### config.mk
export PLATFORM = sky130hd
export DESIGN_NAME = hazard_tracker
export DESIGN_NICKNAME = d
export VERILOG_FILES = /design/src/rtl/hazard_tracker.sv
export SDC_FILE = /design/constraint.sdc
export NUM_CORES = 1
export LEC_CHECK = 0
export BUFFER_PORTS_ARGS = -buffer_cell sky130_fd_sc_hd__buf_2
export CORE_ASPECT_RATIO = 0.7
export CORE_MARGIN = 8
export CORE_UTILIZATION = 40
export CTS_CLUSTER_DIAMETER = 100
export DETAILED_ROUTE_END_ITERATION = 8
export GPL_ROUTABILITY_DRIVEN = 0
export PLACE_DENSITY = 0.7
export SLEW_MARGIN = 20
export SYNTH_ARGS = -nofsm -noshare
export SYNTH_HDL_FRONTEND = slang
export SYNTH_SLANG_ARGS = --single-unit
### constraint.sdc
create_clock -name clock -period 11.2 [get_ports clock]
set_input_delay 0.56 -clock clock [delete_from_list [all_inputs] [get_ports clock]]
set_output_delay 0.56 -clock clock [all_outputs]
set_load 0.05 [all_outputs]
### src/rtl/hazard_tracker.sv
// Decode-side hazard tracker: scoreboard of E/M/W register writers, stall decision and per-operand forwarding source.
// Latency: stall and d_fwd1/d_fwd2 are combinational from the scoreboard and the D inputs; the scoreboard advances every clock.
// Backpressure: stall=1 holds the instruction in D and pushes a bubble into E; upstream must hold its D inputs stable.
//
// Ports:
//   clock, reset                      rising-edge clock, synchronous active-high reset
//   d_valid                           D holds a real instruction (0 = bubble)
//   d_read_id1/2, d_need_stage1/2     source registers and the stage each is consumed at (0 D, 1 E, 2 M, 3 none)
//   d_write_enabled, d_write_id       destination of the instruction in D
//   d_ready_stage                     last stage before the result exists (0 D, 1 E, 2 M, 3 same as 2)
//   stall                             hold PC and F/D, bubble into E
//   d_fwd1/2                          newest value source: 0 regfile, 1 E/M, 2 M/W, 3 W write-through
//   stall_count                       saturating count of stall cycles since reset
module hazard_tracker #(
    parameter int REG_ID_WIDTH      = 5,
    parameter int STALL_COUNT_WIDTH = 32
) (
    input  logic                         clock,
    input  logic                         reset,
    input  logic                         d_valid,
    input  logic [REG_ID_WIDTH-1:0]      d_read_id1,
    input  logic [REG_ID_WIDTH-1:0]      d_read_id2,
    input  logic [1:0]                   d_need_stage1,
    input  logic [1:0]                   d_need_stage2,
    input  logic                         d_write_enabled,
    input  logic [REG_ID_WIDTH-1:0]      d_write_id,
    input  logic [1:0]                   d_ready_stage,
    output logic                         stall,
    output logic [1:0]                   d_fwd1,
    output logic [1:0]                   d_fwd2,
    output logic [STALL_COUNT_WIDTH-1:0] stall_count
);

    localparam logic [1:0] NEED_NONE = 2'd3;

    // Scoreboard entries for the instructions in E, M and W.
    logic                    e_vld_q, m_vld_q, w_vld_q;
    logic [REG_ID_WIDTH-1:0] e_id_q,  m_id_q,  w_id_q;
    logic [1:0]              e_rdy_q, m_rdy_q, w_rdy_q;
    logic                    e_vld_d;
    logic [REG_ID_WIDTH-1:0] e_id_d;
    logic [1:0]              e_rdy_d;

    logic [STALL_COUNT_WIDTH-1:0] cnt_q, cnt_d;

    logic       d_ent_vld;
    logic [1:0] d_rdy_norm;
    logic [1:0] rdy1, rdy2;
    logic       hz1, hz2;

    // Nearest producer of rid: 1 = E, 2 = M, 3 = W, 0 = none. $0 never matches.
    function automatic logic [1:0] src_stage(
        input logic [REG_ID_WIDTH-1:0] rid,
        input logic                    ev, input logic [REG_ID_WIDTH-1:0] eid,
        input logic                    mv, input logic [REG_ID_WIDTH-1:0] mid,
        input logic                    wv, input logic [REG_ID_WIDTH-1:0] wid
    );
        logic [1:0] s;
        s = 2'd0;
        if (rid != '0) begin
            if (ev && eid == rid)      s = 2'd1;
            else if (mv && mid == rid) s = 2'd2;
            else if (wv && wid == rid) s = 2'd3;
        end
        return s;
    endfunction

    // The value is late when producer stage + consume stage does not exceed its ready stage.
    function automatic logic is_hazard(input logic [1:0] x, input logic [1:0] s, input logic [1:0] r);
        return (s != NEED_NONE) && (x != 2'd0) && (({1'b0, x} + {1'b0, s}) <= {1'b0, r});
    endfunction

    function automatic logic [1:0] rdy_of(input logic [1:0] x, input logic [1:0] er,
                                          input logic [1:0] mr, input logic [1:0] wr);
        logic [1:0] r;
        case (x)
            2'd1:    r = er;
            2'd2:    r = mr;
            2'd3:    r = wr;
            default: r = 2'd0;
        endcase
        return r;
    endfunction

    always_comb begin
        d_fwd1 = src_stage(d_read_id1, e_vld_q, e_id_q, m_vld_q, m_id_q, w_vld_q, w_id_q);
        d_fwd2 = src_stage(d_read_id2, e_vld_q, e_id_q, m_vld_q, m_id_q, w_vld_q, w_id_q);
        rdy1   = rdy_of(d_fwd1, e_rdy_q, m_rdy_q, w_rdy_q);
        rdy2   = rdy_of(d_fwd2, e_rdy_q, m_rdy_q, w_rdy_q);
        hz1    = is_hazard(d_fwd1, d_need_stage1, rdy1);
        hz2    = is_hazard(d_fwd2, d_need_stage2, rdy2);
        stall  = d_valid && (hz1 || hz2);
    end

    // Ready stage 3 behaves as M, folded in here so the stored value is never 3.
    assign d_rdy_norm = (d_ready_stage == 2'd3) ? 2'd2 : d_ready_stage;
    assign d_ent_vld  = d_valid && d_write_enabled && (d_write_id != '0);

    always_comb begin
        e_vld_d = d_ent_vld && !stall;
        e_id_d  = d_write_id;
        e_rdy_d = d_rdy_norm;
        cnt_d   = cnt_q;
        if (stall && (cnt_q != '1)) cnt_d = cnt_q + 1'b1;
    end

    always_ff @(posedge clock) begin
        if (reset) begin
            e_vld_q <= 1'b0;
            m_vld_q <= 1'b0;
            w_vld_q <= 1'b0;
            e_id_q  <= '0;
            m_id_q  <= '0;
            w_id_q  <= '0;
            e_rdy_q <= 2'd0;
            m_rdy_q <= 2'd0;
            w_rdy_q <= 2'd0;
            cnt_q   <= '0;
        end else begin
            w_vld_q <= m_vld_q;
            w_id_q  <= m_id_q;
            w_rdy_q <= m_rdy_q;
            m_vld_q <= e_vld_q;
            m_id_q  <= e_id_q;
            m_rdy_q <= e_rdy_q;
            e_vld_q <= e_vld_d;
            e_id_q  <= e_id_d;
            e_rdy_q <= e_rdy_d;
            cnt_q   <= cnt_d;
        end
    end

    assign stall_count = cnt_q;

endmodule

== Word level (Yosys, flattened, before mapping) ==
Index checks and enable logic that the tools add are counted.

* Bits of input ports: 25
* Flip-flop bits (word level): 56
* Output and inout bits: 37
* Logic and storage cells: 66

* Reduce and logical (&&, ||, !) cells: 23
* Magnitude comparators: 2
* Mux-type cells: 11
* $add $sub $neg: 3
* Equality and inequality tests: 16

{| class="wikitable"
|+ Operators by type and width
! cell !! count
|-
| $add A32 B1 Y32 const B || 1
|-
| $ne A32 B32 Y1 const B || 1
|-
| $eq A5 B5 Y1 || 6
|-
| $mux W2 || 9
|-
| $logic_and A1 B1 Y1 || 15
|-
| $reduce_bool A5 Y1 || 3
|-
| $pmux W2 S3 || 2
|-
| $eq A2 B2 Y1 const B || 5
|-
| $add A2 B2 Y3 || 2
|-
| $le A3 B2 Y1 || 2
|-
| $eq A2 B1 Y1 const B || 2
|-
| $ne A2 B2 Y1 const B || 2
|-
| $reduce_bool A2 Y1 || 2
|-
| $reduce_or A2 Y1 || 1
|-
| $logic_not A1 Y1 || 1
|-
| $logic_or A1 B1 Y1 || 1
|}

== Longest topological paths before layout ==
* Depth after elaboration: 14
* Depth in mapped cells: 18
* Gate-level depth less buffers: 17

== Worst setup path before layout ==
No wires, ideal clock.

* Path type: input port to output port
* Start: in d_read_id1[4]
* End: out stall
* Buffers on the path: 0
* Path slack: 6.192 ns
* Stages: 15
* Arrival time: 4.448 ns
* Cell sequence: xor2_1 nor4_1 nand3_1 nor2_1 inv_1 a21oi_1 ha_1 fa_1 ha_1 nor2b_1 o21ai_0 nand4_1 a31oi_4 nor2_1 inv_1

* Cells in the longest elaborated chain, start to end: 12

{| class="wikitable"
|+ RTL lines
! item !! line !! RTL
|-
| from (decl) || 21 || <nowiki>input logic [REG_ID_WIDTH-1:0] d_read_id1,</nowiki>
|-
| $eq A5 B5 Y1 || 63 || <nowiki>else if (wv && wid == rid) s = 2'd3;</nowiki>
|-
| $logic_and A1 B1 Y1 || 63 ||
|-
| $mux W2 || 63 ||
|-
| $mux W2 || 62 || <nowiki>else if (mv && mid == rid) s = 2'd2;</nowiki>
|-
| $mux W2 || 61 || <nowiki>if (ev && eid == rid) s = 2'd1;</nowiki>
|-
| $mux W2 * || 60 || <nowiki>if (rid != '0) begin</nowiki>
|-
| named net d_fwd1[0] || 29 || <nowiki>output logic [1:0] d_fwd1,</nowiki>
|-
| $eq A2 B2 Y1 or $eq A2 B1 Y1 (tied branches) || 76 || <nowiki>case (x)</nowiki>
|-
| $pmux W2 S3 || 76 ||
|-
| $le A3 B2 Y1 || 70 || <nowiki>return (s != NEED_NONE) && (x != 2'd0) && (({1'b0, x} + {1'b0, s}) <= {1'b0, r});</nowiki>
|-
| $logic_and A1 B1 Y1 * || 70 ||
|-
| $logic_or A1 B1 Y1 * || 92 || <nowiki>stall = d_valid && (hz1 || hz2);</nowiki>
|-
| $logic_and A1 B1 Y1 * || 92 ||
|-
| to (decl) || 28 || <nowiki>output logic stall,</nowiki>
|}

Mark *: on every way through the listed nets, which the timed path passes. The rest lies on a longest branch.

== Final worst setup path ==
* Start: in d_read_id2[4]
* End: out stall

* Cells in the longest elaborated chain, start to end: 12

{| class="wikitable"
|+ RTL lines
! item !! line !! RTL
|-
| from (decl) || 22 || <nowiki>input logic [REG_ID_WIDTH-1:0] d_read_id2,</nowiki>
|-
| $eq A5 B5 Y1 || 63 ||
|-
| $logic_and A1 B1 Y1 || 63 ||
|-
| $mux W2 || 63 ||
|-
| $mux W2 || 62 ||
|-
| $mux W2 || 61 ||
|-
| $mux W2 * || 60 ||
|-
| $eq A2 B2 Y1 or $eq A2 B1 Y1 (tied branches) || 76 ||
|-
| $pmux W2 S3 || 76 ||
|-
| $le A3 B2 Y1 || 70 ||
|-
| $logic_and A1 B1 Y1 * || 70 ||
|-
| $logic_or A1 B1 Y1 * || 92 ||
|-
| $logic_and A1 B1 Y1 * || 92 ||
|}

Every way passes the cells marked *; elsewhere a longest branch is shown, timed or not.

==> summary.md <==
| Metric | Value |
|---|---|
| Crit start category | `input port` |
| Pin count of the biggest net entering global routing | `70` |
| CTS tree | `done` |
| Worst-path fanout max | `6` |
| Hold WC Path Type | `in -> reg` |
| Yosys top cell by area | `dfxtp_1` |
| CTS resizes | `0` |
| Commonest register cell after synthesis | `dfxtp_1` |
| Highest Signal Layer | `met4` |
| CP arrival | `about 4.4 ns` |
| Initial DRT Pass Iterations | `4` |
| Number of flops mapped to enable cells by yosys | `0` |
| Initial antenna violation count | `0` |
| Cells after DPL | `a little over 500` |
| Global-route wire length before repair | `about 13,000 um` |
| Synth top area share | `0.357` |
| Worst-Margin Slew | `0.662 ns` |
| Flops & latches, synth | `56` |
| Vias per cell | `~5.3` |
| I/O pin count | `62` |
| Die width | `122 um` |
| Worst slack, placed | `slightly above 6 ns` |
| Hold buffer count at cts | `0` |
| Core box area | `7740 sq um` |
| Most frequent cell after synthesis | `dfxtp_1` |
| Final setup violation count | `0` |
| Worst setup margin | `6.23 ns` |
| CTS sink cnt | `56` |
| Via count | `2,778` |
| Tcrit/Tclk final | `0.444` |
| Synth area leaders | `dfxtp_1 (36%), nor2b_1 (7.6%), xor2_1 (6.7%), nor2_1 (3.7%), and3_1 (3.4%)` |
| Maxcap violations | `0` |
| Htree depth | `2` |
| Vias in the first global route | `2,783` |
| Endpoint class of the critical path | `primary output` |
| Met2 wire length | `3530 um` |
| R2R depth | `17` |
| Sequential area share after synthesis | `0.357` |
| Peak supply drop | `45.8 uV` |
| Crit-path slowest cell | `fa_1` |
| Post-Route WL | `7860 um` |
| M1 wire length | `3870 um` |
| Post-synthesis cell count | `359` |
| Crit path largest cell delay | `~0.50 ns` |
| Post-detail-place hpwl | `6060 um` |
| Worst skew pair latency | `0.31 ns` |
| Syn avg cell area | `8.75 sq um` |
| Setup_tns | `0 ns` |
| Post-Layout Cell Count | `521` |
| Highest attainable clock frequency | `about 0.20 GHz` |
| Root buffer cell | `clkbuf_8` |
| Leak | `1.59 nW` |
| Met3 WL post-DR | `346 um` |
| PD cells | `97.4 nW/um^2` |
| Cell repeated most along the worst path | `inv_1` |
| First-iteration detailed-routing DRC count | `166` |
| Starting Density | `0.406` |
| Full die area | `11,000 sq um` |
| WL/cell | `roughly 15 um` |
| Slew headroom | `0.559` |
| Ys async rst share | `0` |
| Crit-path cells | `buf_2 > xor2_1 > nor4_1 > and3_1 > a21oi_1 > nor2_1 > ha_1 > inv_1 > fa_1 > inv_1 > ha_1 > nor2b_1 > a2bb2oi_1 > nor3_1 > o311a_1 > nor2_1 > inv_1 > buf_2` |
| Layout cells sized above 1 | `0.205` |
| Antenna diodes | `0` |
| Fin nets | `between 400 and 500` |
| DRT antenna net count | `0` |
| Worst endpoint required time | `10.64 ns` |
| Num CTS Buffers | `5` |
| Overflow after GRT | `0` |
| Synth cell types | `56` |
| Outcome | `complete, no violations` |
| Buffer levels on the longest clock path | `2` |
| Critical path class | `in -> out` |
| Hold Path Stages | `2` |
| Final Skew | `between 0.01 and 0.015 ns` |
| Setup Fix Bufs, Post-CTS | `0` |
| Post-synth net total | `393` |
| Synth top cells by count | `dfxtp_1 (56), nor2b_1 (38), nor2_1 (31)` |
| Die Y | `around 90 um` |
| Post-layout min period | `4.97 ns` |
| Ys Warns | `0` |
| Fin. max-slew vios | `0` |
| P&R area growth vs syn | `15.0%` |
| Final Hold Vio Count | `0` |
| Reg clk slew, reported paths | `0.10 ns` |
| Gr usage total | `0.145` |
| Final Util | `0.467` |
| RSZ-0062 raised after global routing | `no` |
| Mapped Area | `3140 sq um` |
| DRC viols | `0` |
| Rows | `27` |
| IO buf count | `61` |
[worst max-delay path: cells and delay by family]
| family | cells | cell delay (ns) |
|---|---|---|
| compound gates | 3 | 0.67 |
| fa+ha+maj | 3 | 0.99 |
| xor+xnor | 1 | 0.14 |
| buf+inv | 5 | 0.60 |
| simple gates | 6 | 1.44 |
[worst paths after layout]
path	start	endpoint	slack, ns
setup / recovery	d_read_id2[4]	stall	6.23
hold / removal	d_ready_stage[1]	e_rdy_q[0]	0.42
setup reg to reg	w_id_q[4]	stall_count[3]	6.48
hold reg to reg	e_rdy_q[0]	m_rdy_q[0]	0.50
[layout by cell type (no fill, tap or decap), drive strengths merged, types with 3 or more instances in the layout]
master,netlist,layout
and4,4,4
or3,5,5
xnor2,12,12
nor4,8,8
o31ai,3,3
nor2b,38,38
clkbuf,5,8
buf,3,62
and3,17,17
nand2,21,21
nand2b,3,3
nor2,31,31
a31o,4,4
dfxtp,56,56
o2111ai,3,3
nor3,7,7
inv,12,12
xor2,24,24
o21ai,10,10
a21oi,19,19
nand3,17,17
nand4,4,4
or4,4,4
mux2,10,10
o211ai,3,3
ha,7,7
[cell families after synthesis]
family	count (synthesis)	share of synthesized area
adder cells (fa/ha/maj)	9	0.0406
XOR/XNOR	36	0.100
AO/OA/AOI/OAI	59	0.133
buffers and inverters	21	0.0331
multiplexers	12	0.0422
AND/OR/NAND/NOR	166	0.294
flip-flops	56	0.357
[where the power goes]
part	leakage, nW	total (mW)	internal, mW	switching [mW]
clock	0.0455	0.116	0.0507	0.0657
combinational	1.09	0.0297	0.0130	0.0167
sequential	0.455	0.206	0.202	0.00342
total	1.59	0.352	0.266	0.0859
[metrics by stage]
step / instance area (sq um) / hold WS (ns) / total power, mW
final: 3610 / 0.418 / 0.352
after global routing: 3610 / 0.396 / 0.367
after CTS: 3610 / 0.407 / 0.355
after detailed placement: 3520 / 0.486 / 0.240
after global placement: 3520 / 0.476 / 0.239
after floorplan: 3140 / 0.453 / 0.228
[routing by layer]
layer | vias to the layer above | track usage
met5 | - | 0
met4 | 0 | 0.0512
met3 | 11 | 0.0356
met2 | 54 | 0.224
li1 | 1401 | -
met1 | 1312 | 0.191
[area by class of cell]
| type | count | area [sq um] |
|---|---|---|
| clock buffer | 8 | 90.1 |
| fill | 751 | 4130 |
| inverter | 12 | 45.0 |
| multi-input combinational | 282 | 1920 |
| sequential | 56 | 1120 |
| tap | 101 | 126 |
| timing repair buffer | 62 | 313 |
[flip-flops by register name, indices dropped and copies added, names as in the netlist]
| register | flops |
|---|---|
| m_rdy_q | 2 |
| e_rdy_q | 2 |
| e_id_q | 5 |
| e_vld_q | 1 |
| m_vld_q | 1 |
| w_vld_q | 1 |
| stall_count | 32 |
| w_rdy_q | 2 |
| m_id_q | 5 |
| w_id_q | 5 |
Power figures use the tool's default switching activity.
